==> config.mk <==
export PLATFORM = sky130hd
export DESIGN_NAME = instruction_fetch
export DESIGN_NICKNAME = d
export VERILOG_FILES = /design/src/rtl/cpu_pkg.sv /design/src/rtl/fetch_timeout_timer.sv /design/src/rtl/instruction_fetch.sv
export SDC_FILE = /design/constraint.sdc
export NUM_CORES = 1
export LEC_CHECK = 0
export CAP_MARGIN = 30
export CORE_ASPECT_RATIO = 1.25
export CORE_MARGIN = 2
export CORE_UTILIZATION = 61
export DETAILED_ROUTE_END_ITERATION = 8
export DONT_BUFFER_PORTS = 1
export PLACE_DENSITY = 0.77
export SLEW_MARGIN = 10
export SYNTH_ARGS = -nofsm -noshare
export SYNTH_HDL_FRONTEND = slang
export SYNTH_SLANG_ARGS = --single-unit
==> constraint.sdc <==
create_clock -name i_clock -period 1.8 [get_ports i_clock]
set_input_delay 0.09 -clock i_clock [delete_from_list [all_inputs] [get_ports i_clock]]
set_output_delay 0.09 -clock i_clock [all_outputs]
set_load 0.1 [all_outputs]
==> src/rtl/cpu_pkg.sv <==
// Shared definitions for the multicycle CPU datapath: fetch state encodings and
// default bus widths used by the fetch stage.
package cpu_pkg;

  typedef enum logic [1:0] {
    S_IDLE = 2'd0,
    S_REQ  = 2'd1,
    S_HOLD = 2'd2
  } fetch_state_t;

  localparam int CPU_ADDR_W  = 16;
  localparam int CPU_INSTR_W = 16;

endpackage

==> src/rtl/fetch_timeout_timer.sv <==
// Cycle counter bounding how long the fetch stage waits for an instruction-memory
// acknowledge; o_expired flags the last permitted wait cycle.
module fetch_timeout_timer #(
  parameter int TIMEOUT = 15
) (
  input  logic i_clock,
  input  logic i_reset,
  input  logic i_clear,
  input  logic i_enable,
  output logic o_expired
);

  localparam int CNT_W = $clog2(TIMEOUT + 1);
  localparam logic [CNT_W-1:0] LAST = CNT_W'(TIMEOUT - 1);

  logic [CNT_W-1:0] r_count;

  always_ff @(posedge i_clock or posedge i_reset) begin
    if (i_reset) begin
      r_count <= '0;
    end else if (i_clear) begin
      r_count <= '0;
    end else if (i_enable) begin
      r_count <= r_count + 1'b1;
    end
  end

  assign o_expired = (r_count == LAST);

endmodule

==> src/rtl/instruction_fetch.sv <==
// Fetch stage: latches the PC, runs a req/ack read to instruction memory and holds
// the word until decode consumes it, pulsing pc_increment once per completed fetch.
module instruction_fetch
  import cpu_pkg::*;
#(
  parameter int ADDR_W  = CPU_ADDR_W,
  parameter int INSTR_W = CPU_INSTR_W,
  parameter int TIMEOUT = 15
) (
  input  logic               i_clock,
  input  logic               i_reset,
  input  logic               i_fetch_start,
  input  logic [ADDR_W-1:0]  i_pc_in,
  input  logic               i_flush,
  output logic               o_mem_req,
  output logic [ADDR_W-1:0]  o_mem_addr,
  input  logic               i_mem_ack,
  input  logic [INSTR_W-1:0] i_mem_rdata,
  output logic [INSTR_W-1:0] o_instr_out,
  output logic               o_instr_valid,
  input  logic               i_instr_consume,
  output logic               o_pc_increment,
  output logic               o_fetch_busy,
  output logic               o_fetch_error
);

  fetch_state_t r_state;
  fetch_state_t w_next;

  logic [ADDR_W-1:0]  r_addr;
  logic [INSTR_W-1:0] r_instr;
  logic               r_mem_req;
  logic               r_instr_valid;
  logic               r_pc_inc;
  logic               r_busy;
  logic               r_error;

  logic w_launch;
  logic w_accept;
  logic w_timeout;
  logic w_wait;
  logic w_expired;
  logic w_mem_req_nxt;
  logic w_instr_valid_nxt;
  logic w_pc_inc_nxt;
  logic w_busy_nxt;
  logic w_error_nxt;

  // Flush takes priority over any same-cycle acknowledge or consume.
  assign w_launch  = !i_flush && i_fetch_start &&
                     ((r_state == S_IDLE) || ((r_state == S_HOLD) && i_instr_consume));
  assign w_accept  = (r_state == S_REQ) && !i_flush && i_mem_ack;
  assign w_timeout = (r_state == S_REQ) && !i_flush && !i_mem_ack && w_expired;
  assign w_wait    = (r_state == S_REQ) && !i_flush && !i_mem_ack && !w_expired;

  fetch_timeout_timer #(
    .TIMEOUT (TIMEOUT)
  ) u_timer (
    .i_clock   (i_clock),
    .i_reset   (i_reset),
    .i_clear   (w_launch),
    .i_enable  (w_wait),
    .o_expired (w_expired)
  );

  always_ff @(posedge i_clock or posedge i_reset) begin
    if (i_reset) begin
      r_state <= S_IDLE;
    end else begin
      r_state <= w_next;
    end
  end

  always_comb begin
    w_next = r_state;
    case (r_state)
      S_IDLE: begin
        if (w_launch) w_next = S_REQ;
      end
      S_REQ: begin
        if (i_flush)        w_next = S_IDLE;
        else if (i_mem_ack) w_next = S_HOLD;
        else if (w_expired) w_next = S_IDLE;
      end
      S_HOLD: begin
        if (i_flush)              w_next = S_IDLE;
        else if (w_launch)        w_next = S_REQ;
        else if (i_instr_consume) w_next = S_IDLE;
      end
      default: w_next = S_IDLE;
    endcase
  end

  // Outputs are derived from the next state so that every port is a flop.
  always_comb begin
    w_mem_req_nxt     = (w_next == S_REQ);
    w_instr_valid_nxt = (w_next == S_HOLD);
    w_pc_inc_nxt      = w_accept;
    w_busy_nxt        = (w_next != S_IDLE);
    w_error_nxt       = r_error | w_timeout;
  end

  always_ff @(posedge i_clock or posedge i_reset) begin
    if (i_reset) begin
      r_addr        <= '0;
      r_instr       <= '0;
      r_mem_req     <= 1'b0;
      r_instr_valid <= 1'b0;
      r_pc_inc      <= 1'b0;
      r_busy        <= 1'b0;
      r_error       <= 1'b0;
    end else begin
      if (w_launch) r_addr  <= i_pc_in;
      if (w_accept) r_instr <= i_mem_rdata;
      r_mem_req     <= w_mem_req_nxt;
      r_instr_valid <= w_instr_valid_nxt;
      r_pc_inc      <= w_pc_inc_nxt;
      r_busy        <= w_busy_nxt;
      r_error       <= w_error_nxt;
    end
  end

  assign o_mem_req      = r_mem_req;
  assign o_mem_addr     = r_addr;
  assign o_instr_out    = r_instr;
  assign o_instr_valid  = r_instr_valid;
  assign o_pc_increment = r_pc_inc;
  assign o_fetch_busy   = r_busy;
  assign o_fetch_error  = r_error;

endmodule

==> impl_results.md, run 1 <==
* Vias in the first global route at around 1.5k
* Final Slew Violations at 0
* Critical path origin: r_state[1]
* Fin cells at ~230
* Commonest cells post-synth: dfrtp_1 (43), mux2_2 (32), a21oi_1 (5), nand3_1 (4)
* First-pass GRT wire length at a little over 8000 um
* Worst VDD drop at between 1 and 1.5 mV
* Crit end category: flop
* Worst R2R Path Depth at 4
* FP Rows at 21
* Die height at 63.2 um
* Hold Vio Cnt, Final at 0
* # port buffers at 0
* Mapped Area at between 1500 and 2000 um2
* Pin count of the biggest net entering global routing at 44
* Fin crit share at 102%
* # DRC at 0
* R2R Setup Slk at -0.03 ns
* Final Hold Slack at about 0.063 ns
* Worst setup margin at -0.0310 ns
* Crit path required time at between 2 and 2.5 ns
* CP Max Fanout at 6
* Placed insts at approximately 180
* Async S/R FF share, synth at between 90% and 100%
* Place WS at 0.206 ns
* Final Skew at between 0.015 and 0.02 ns
* Antenna violations before repair at 1
* Clock sink count at 43
* Worst R2R End: u_timer.r_count[3]
* Gp weighted congestion at slightly above 0.8
* Htree depth at 2
* Worst slew margin at a little under two thirds
* Worst Hold Depth at 3
* Post-synthesis cell type count at 24
* Post-synth top area cell: dfrtp_1
* FF+latch count, synth at 43
* Critical path type: reg -> reg
* First-iteration detailed-routing DRC count at 55
* Seq/Total Area, Yosys at between 60 and 70%
* Worst Path Arrival at 2.08 ns
* Effective utilization at floorplan at ~64%
* Via density at between 5 and 6
* Clk buf depth at 2
* Core Area at around 2700 um2
* Top post-synthesis cells by area: dfrtp_1 (63%), mux2_2 (21%), a21oi_1 (1.5%)
* Layout area overhead at 47.1%
* Unrepaired setup endpoints after global routing: yes
* HPWL Detailed at 2510 um
* Number of synthesized flops with an enable pin at 0
* Clock Tree Root: clkbuf_4
* Drt total wl at around 5400 um
* Die X at roughly 50 um
* Fin crit period at around 1.8 ns
* Pre-Repair DR Iteration Count at 4
* Final number of setup-violating endpoints at 2
* Startpoint Class: flop
* Nets at 236
* Fill cells at 76
* Clk_lat worst skew at about 0.36 ns
* TritonCTS clock tree: done
* Vias at between 1k and 1.5k
* Ports at 75
* Number of max-cap violations at 0
* Ys Warns at 0
* Fmax at 0.546 GHz
* Ys flop type: dfrtp_1
* PwrDens at about 1600 nW/um2
* Clock-pin slew on the worst setup and hold paths at 0.12 ns
* Cells after synthesis at between 100 and 150
* Number of buffers created by CTS at 5
* Syn nets at between 150 and 200
* HP Class: in -> reg
* Failing checks: negative setup slack
* Actual slew at the worst max-slew pin at ~0.54 ns
* Status: finished, violations left
* Die ar. at 3250 um2
* GRT Residual Overflow at 0
* Crit path to: u_timer.r_count[3]
* Top-count cell post-synth: dfrtp_1
* Leak at between 1 and 1.5 nW
* Yosys top cell area share at 62.8%
* Post-DP Area at 2070 um2
* Drt wl/cell at 23.2 um
* Multi-input gate area at a little over 600 um2
* Design Area, Final at 2520 um2
* Share of cells above drive strength 1 at around 48%
* Overall power at about 4 mW
* ANT nets after route at 0
* FF+latch area at around 1100 um2
* Total GRT Usage at between 30% and 40%
* Syn Area/Cell at about 15 um2
* Worst r2r src: r_state[1]
==> per-layer routing <==
| layer | wire length, um | share of wire, % | GRT usage, % | up-vias |
|---|---|---|---|---|
| li1 | - | - | - | 576 |
| met1 | 1970 | 37 | 43.0 | 666 |
| met2 | 2850 | 53 | 60.6 | 100 |
| met3 | 382 | 7.1 | 9.95 | 16 |
| met4 | 176 | 3.3 | 16.4 | 0 |
| met5 | 0 | 0 | 0 | - |
==> power breakdown <==
group	switching, mW	internal, mW
registers	0.136	1.17
logic	1.69	0.478
clock network	0.310	0.146
total	2.14	1.79
==> stage by stage <==
| step | utilization, % | TNS [ns] |
|---|---|---|
| global route | 94.0 | -0.00698 |
| floorplan | - | 0 |
| detailed placement | 77.4 | 0 |
| global placement | 77.4 | 0 |
| finish | 94.0 | -0.0338 |
| CTS | 93.1 | 0 |
==> logic make-up (layout without fill, tap and decap cells) <==
logic type,after synthesis,after routing,share of synthesized area [%]
adder cells (fa/ha/maj),2,2,1.46
AND/OR/NAND/NOR,14,14,7.16
multiplexers,32,32,21.0
flip-flops,43,43,62.8
other,0,1,0
AO/OA/AOI/OAI,14,14,5.41
buffers and inverters,7,92,2.12
==> sequential cells by signal (all words and copies together) (netlist names) <==
register / cells
o_fetch_busy: 1
u_timer.r_count: 4
o_instr_valid: 1
o_mem_addr: 16
r_state: 2
o_mem_req: 1
o_instr_out: 16
o_pc_increment: 1
o_fetch_error: 1
==> placed cells by master (no fill, tap or decap), types with 3 or more instances in the layout <==
cell type and instances:
clkinv_2 3, a21o_1 3, nand3_1 4, dfrtp_1 41, inv_1 3, buf_4 43
mux2_2 32, clkbuf_4 5, a21oi_1 4, dlygate4sd3_1 37
==> worst min-delay path by stage <==
stage                    endpoint       from  slack [ns]
3_3_place_gp        o_mem_addr[5]    i_reset        0.14
5_1_grt        u_timer.r_count[1]  i_mem_ack        0.03
3_5_place_dp        o_mem_addr[7]    i_reset        0.14
6_report       u_timer.r_count[1]  i_mem_ack        0.06
4_1_cts        u_timer.r_count[1]  i_mem_ack        0.02
2_1_floorplan       o_instr_valid    i_flush        0.15
==> worst max-delay path, cell delays in order (launching register included) <==
cell	delay [ns]
dfrtp_2	0.50
nor4b_2	0.56
buf_4	0.24
a41oi_1	0.13
a211oi_1	0.29
==> final cells by class <==
cell class	count	share of cell area, %
tap	34	1.69
antenna	1	0.0993
timing repair buffer	81	28.3
multi-input combinational	62	24.6
clock buffer	5	1.49
inverter	3	0.447
clock inverter	3	0.596
sequential	43	42.8
==> repair_timing <==
item	4_1_cts	5_1_grt
gates resized for setup	0	3
hold buffers	37	0
buffers inserted	0	2
hold endpoints to repair	80	0
endpoints found under the setup margin	0	2
(Power assumes the default switching activity.)
==> inputs of run 2 (changes only) <==
CORE_ASPECT_RATIO = 1.5   (was 1.25)
==> impl_results.md, run 2 (synthesized netlist as in run 1, its figures left out) <==
* Hold Vio Cnt, Final at 0 (unchanged)
* Total GRT Usage at 36.9% (+0.57 points)
* # DRC at 0 (unchanged)
* Busiest layer in global routing: met2
* M2 GR Usage at 60.3% (-0.27 points)
* Clock-pin slew on the worst setup and hold paths at 0.09 ns (-0.03 ns)
* Worst slew margin at 64.1% (+0.23 points)
* Commonest non-fill, non-tap cell in the layout: buf_4
* Final number of setup-violating endpoints at 1 (-1)
* # port buffers at 0 (unchanged)
* Pre-Repair DR Iteration Count at 4 (unchanged)
* Fin cells at 231 (-0.43%)
* Gp weighted congestion at 0.721 (-13%)
* Core Area at 2680 um2 (-0.14%)
* Worst Path Arrival at 2.05 ns (-0.03 ns)
* Drt wl/cell at 27.3 um (+18%)
* Startpoint Class: flop
* Vias in the first global route at 1419 (-6.9%)
* GRT Residual Overflow at 0 (unchanged)
* Ports at 75 (unchanged)
* Die height at 68.9 um (+8.9%)
* Leak at 1.17 nW (-0.11%)
* Crit end category: flop
* Fin crit period at 1.81 ns (-0.0193 ns)
* CP Max Fanout at 6 (unchanged)
* Die ar. at 3260 um2 (+0.19%)
* Final Skew at 0.0120 ns (-0.00297 ns)
* Clock Tree Root: clkbuf_8
* Overall power at 4.15 mW (+5.7%)
* Clock sink count at 43 (unchanged)
* Crit path required time at 2.04 ns (about the same)
* Vias at 1417 (+4.3%)
* Clk buf depth at 2 (unchanged)
* ANT nets after route at 0 (unchanged)
* Status: finished, violations left
* Critical path type: reg -> reg
* Drt total wl at 6300 um (+17%)
* First-pass GRT wire length at 7840 um (-5.5%)
* Number of max-cap violations at 0 (unchanged)
* Clk_lat worst skew at 0.30 ns (-0.06 ns)
* Met1 Track Usage GR at 43.4% (+0.44 points)
* Htree depth at 2 (unchanged)
* Die X at 47.3 um (-8.0%)
* Antenna violations before repair at 1 (unchanged)
* Final Slew Violations at 0 (unchanged)
* Effective utilization at floorplan at 64.0% (+0.090 points)
* TritonCTS clock tree: done
* Number of buffers created by CTS at 5 (unchanged)
* Via density at 6.13 (+4.8%)
* Layout area overhead at 47.8%
* Met3 usage at 12.8% (+2.8 points)
* PwrDens at 1640 nW/um2 (+5.2%)
* Worst setup margin at -0.0116 ns (+0.0193 ns)
* Most frequent cells in the layout: buf_4 (42), dfrtp_1 (41), dlygate4sd3_1 (35)
* Nets at 233 (-1.3%)
* Place WS at 0.180 ns (-0.0265 ns)
* Share of cells above drive strength 1 at 47.7% (about the same)
* Worst VDD drop at 1.45 mV (+7.5%)
* First-iteration detailed-routing DRC count at 80 (+45%)
* Fmax at 0.552 GHz (+1.1%)
* HP Class: in -> reg
* Placed insts at 186 (+1.1%)
* Fin crit share at 101% (-1.1 points)
* Actual slew at the worst max-slew pin at 0.538 ns (-0.00202 ns)
* Pin count of the biggest net entering global routing at 44 (unchanged)
* FP Rows at 23 (+9.5%)
* Failing checks: negative setup slack
* HPWL Detailed at 2330 um (-7.3%)
[run 2: changes by cell type in the layout (fill, tap and decap cells not counted)]
cell / delta
clkbuf_8: +6
dlygate4sd3_1: -2
clkbuf_4: -5
buf_4: -1
clkinv_2: -2
[run 2: power by group]
| group | total, mW | switching [mW] | leakage, nW | internal (mW) |
|---|---|---|---|---|
| Combinational | 2.20 | 1.72 | 0.594 | 0.475 |
| Clock | 0.631 | 0.330 | 0.0471 | 0.301 |
| Sequential | 1.32 | 0.157 | 0.527 | 1.17 |
| Total | 4.15 | 2.21 | 1.17 | 1.94 |
[run 2: worst max-delay path, stage by stage (launching register included)]
cell and delay (ns):
dfrtp_2 0.47, or3b_2 0.51, a21oi_2 0.19, dlygate4sd3_1 0.58
[run 2: routing by layer]
metal	vias up	share of wire, %	wire [um]
li1	567	-	-
met1	708	33	2100
met2	110	52	3280
met3	32	9.4	594
met4	0	5.1	320
met5	-	0	0
[run 2: path summary, 6_finish.rpt]
kind	startpoint	endpoint	slack (ns)	depth (start not counted)
worst max-delay path	r_state[1]	o_instr_valid	-0.01	3
worst min-delay path	i_instr_consume	r_state[1]	0.07	2
worst max register to register	r_state[1]	o_instr_valid	-0.01	3
worst min register to register	o_instr_out[5]	o_instr_out[5]	0.53	1
max in group asynchronous	i_reset	r_state[0]	1.01	3
min in group asynchronous	i_reset	o_instr_out[0]	0.38	3
[run 2: repair_timing]
item / CTS / global route
hold endpoints to repair: 77 / 0
setup endpoints to repair: 0 / 1
hold buffers: 35 / 0
gates resized for setup: 0 / 3
buffers inserted: 0 / 2
[run 2: layout make-up]
class	count	area, um2
diodes	1	2.50
clock buffers	6	82.6
clock inverters	1	5.00
fillers	69	145
inverters	3	11.3
multi-input cells	62	619
flip-flops and latches	43	1080
well taps	37	46.3
repair buffers	78	686
[run 2: stage by stage]
step                util, %  instance area (um2)  hold slack, ns  setup TNS, ns
floorplan                 -                 1710           0.153              0
global placement       77.3                 2070           0.132              0
detailed placement     77.3                 2070           0.146              0
CTS                    93.7                 2510          0.0258              0
global route           94.6                 2530          0.0446        -0.0500
finish                 94.6                 2530          0.0660        -0.0116
==> inputs of run 3 (changes only) <==
--- a/config.mk
+++ b/config.mk
@@ -7,2 +7,3 @@
 export LEC_CHECK = 0
+export ABC_CLOCK_PERIOD_IN_PS = 1800
 export CAP_MARGIN = 30
@@ -13,2 +14,3 @@
 export DONT_BUFFER_PORTS = 1
+export GPL_TIMING_DRIVEN = 0
 export PLACE_DENSITY = 0.77
--- a/constraint.sdc
+++ b/constraint.sdc
@@ -3,2 +3,2 @@
 set_output_delay 0.09 -clock i_clock [all_outputs]
-set_load 0.1 [all_outputs]
+set_load 0.05 [all_outputs]
==> impl_results.md, run 3 (synthesized netlist as in run 1, its figures left out) <==
* Critical path's top delay family: buffers and inverters
* Crit path required time at 2.03 ns (about the same)
* FP Rows at 23 (unchanged)
* CP max stage delay at 0.55 ns (-0.03 ns)
* Startpoint Class: flop
* Critical path type: reg -> reg
* Number of max-cap violations at 0 (unchanged)
* Die height at 68.9 um (unchanged)
* Worst Hold Depth at 2 (unchanged)
* Power Internal at 1.73 mW (-11%)
* Pre-Repair DR Iteration Count at 4 (unchanged)
* Fill cells at 135 (+96%)
* CP max-delay cell: dlygate4sd3_1
* Core Area at 2680 um2 (unchanged)
* R2R Setup Slk at 0.10 ns (+0.11 ns)
* CP cell instances: or3b_2 -> a21oi_1 -> dlygate4sd3_1
* Effective utilization at floorplan at 64.0% (unchanged)
* Share of cells above drive strength 1 at 32.9% (-15 points)
* Gp weighted congestion at 0.696 (-3.4%)
* CP Max Fanout at 6 (unchanged)
* Unrepaired setup endpoints after global routing: no
* Clk buf depth at 2 (unchanged)
* Nets at 197 (-15%)
* Actual slew at the worst max-slew pin at 0.505 ns (-0.0329 ns)
* Worst slew margin at 66.3% (+2.2 points)
* PwrDens at 1330 nW/um2 (-19%)
* Total stage count of the critical path at 3 (unchanged)
* ANT nets after route at 0 (unchanged)
* HP Class: in -> reg
* Status: complete, no violations
* Fmax at 0.589 GHz (+6.7%)
* Worst VDD drop at 1.03 mV (-29%)
* Switch Pwr at 1.27 mW (-43%)
* Vias at 1061 (-25%)
* Final Hold Slack at 0.00806 ns (-0.0579 ns)
* Total GRT Usage at 24.1% (-13 points)
* Vias in the first global route at 1081 (-24%)
* Antenna fix cells at 0 (-1)
* Fin crit period at 1.70 ns (-0.114 ns)
* Final Slew Violations at 0 (unchanged)
* Drt wl/cell at 18.5 um (-32%)
* Clk_lat worst skew at 0.29 ns (about the same)
* First-iteration detailed-routing DRC count at 16 (-80%)
* Drt total wl at 3610 um (-43%)
* # DRC at 0 (unchanged)
* # port buffers at 0 (unchanged)
* Comb pwr share at 11.4% (-42 points)
* Pin count of the biggest net entering global routing at 35 (-20%)
* Worst R2R Path Depth at 3 (unchanged)
* Die X at 47.3 um (unchanged)
* Final number of setup-violating endpoints at 0 (-1)
* Switching Share at 42.3% (-11 points)
* Hold Vio Cnt, Final at 0 (unchanged)
* Clock-pin slew on the worst setup and hold paths at 0.07 ns (-0.02 ns)
* Antenna violations before repair at 0 (-1)
* Clock power share at 21.7% (+6.5 points)
* Htree depth at 2 (unchanged)
* Via density at 5.44 (-11%)
* Commonest non-fill, non-tap cell in the layout: dfrtp_1
* Final Skew at 0.00619 ns (-0.00585 ns)
* TritonCTS clock tree: done
* Leak at 0.997 nW (-15%)
* Crit end category: flop
* Buffers and inverters on the worst path at 1 (unchanged)
* Seq pwr share at 66.9% (+35 points)
* Clock Tree Root: clkbuf_8
* Ports at 75 (unchanged)
* Fin crit share at 94.3% (-6.3 points)
* GRT Residual Overflow at 0 (unchanged)
* Number of buffers created by CTS at 5 (unchanged)
* Die ar. at 3260 um2 (unchanged)
* Most frequent cells in the layout: dfrtp_1 (43), dlygate4sd3_1 (36), mux2_2 (32)
* First-pass GRT wire length at 5310 um (-32%)
* Worst Path Arrival at 1.93 ns (-0.12 ns)
* Layout area overhead at 31.8%
* Clock sink count at 43 (unchanged)
* Setup tns final at 0 ns (+0.0116 ns)
-- run 3: layout make-up --
cell class              count  area, um2  area share, %
inverters                   3       11.3          0.499
plain buffers               4       27.5           1.22
flip-flops and latches     43       1080           47.6
well taps                  37       46.3           2.05
clock buffers               8        100           4.43
repair buffers             38        388           17.2
multi-input cells          62        609           27.0
-- run 3: worst paths after layout --
| path | endpoint | startpoint |
|---|---|---|
| worst max-delay path | o_instr_valid | r_state[0] |
| worst min-delay path | r_state[1] | i_instr_consume |
| worst max register to register | o_instr_valid | r_state[0] |
| worst min register to register | u_timer.r_count[3] | u_timer.r_count[3] |
| max in group asynchronous | o_instr_valid | i_reset |
| min in group asynchronous | u_timer.r_count[0] | i_reset |
-- run 3: per-stage QoR --
step | power (mW) | std cells | area [um2] | utilization, % | setup slack, ns
finish | 3.00 | 195 | 2260 | 84.4 | 0.102
global route | 3.12 | 195 | 2260 | 84.4 | 0.0274
CTS | 2.98 | 194 | 2240 | 83.7 | 0.0261
detailed placement | 2.28 | 150 | 1780 | 66.5 | 0.0412
global placement | 2.25 | 149 | 1760 | 65.7 | 0.106
floorplan | 2.20 | 112 | 1710 | - | 0.231
-- run 3: power by group through the flow --
| stage | combinational [mW] | sequential, mW | clock [mW] |
|---|---|---|---|
| after floorplan | 0.229 | 1.97 | 0 |
| after global placement | 0.248 | 2.00 | 0 |
| after detailed placement | 0.269 | 2.01 | 0 |
| after CTS | 0.330 | 1.99 | 0.657 |
| after global routing | 0.373 | 2.03 | 0.714 |
| final | 0.343 | 2.00 | 0.650 |
-- run 3: what timing repair did --
| item | CTS | global route |
|---|---|---|
| setup buffers | 0 | 1 |
| hold buffers | 36 | 0 |
| setup endpoints to repair | 0 | 4 |
| endpoints found under the hold margin | 77 | 0 |
| gates resized for setup | 0 | 2 |
-- run 3: per-layer routing --
metal / GRT usage [%] / routed length, um / vias up
li1: - / - / 493
met1: 27.5 / 1330 / 528
met2: 41.2 / 2030 / 38
met3: 7.81 / 243 / 2
met4: 8.33 / 10 / 0
met5: 0 / 0 / -
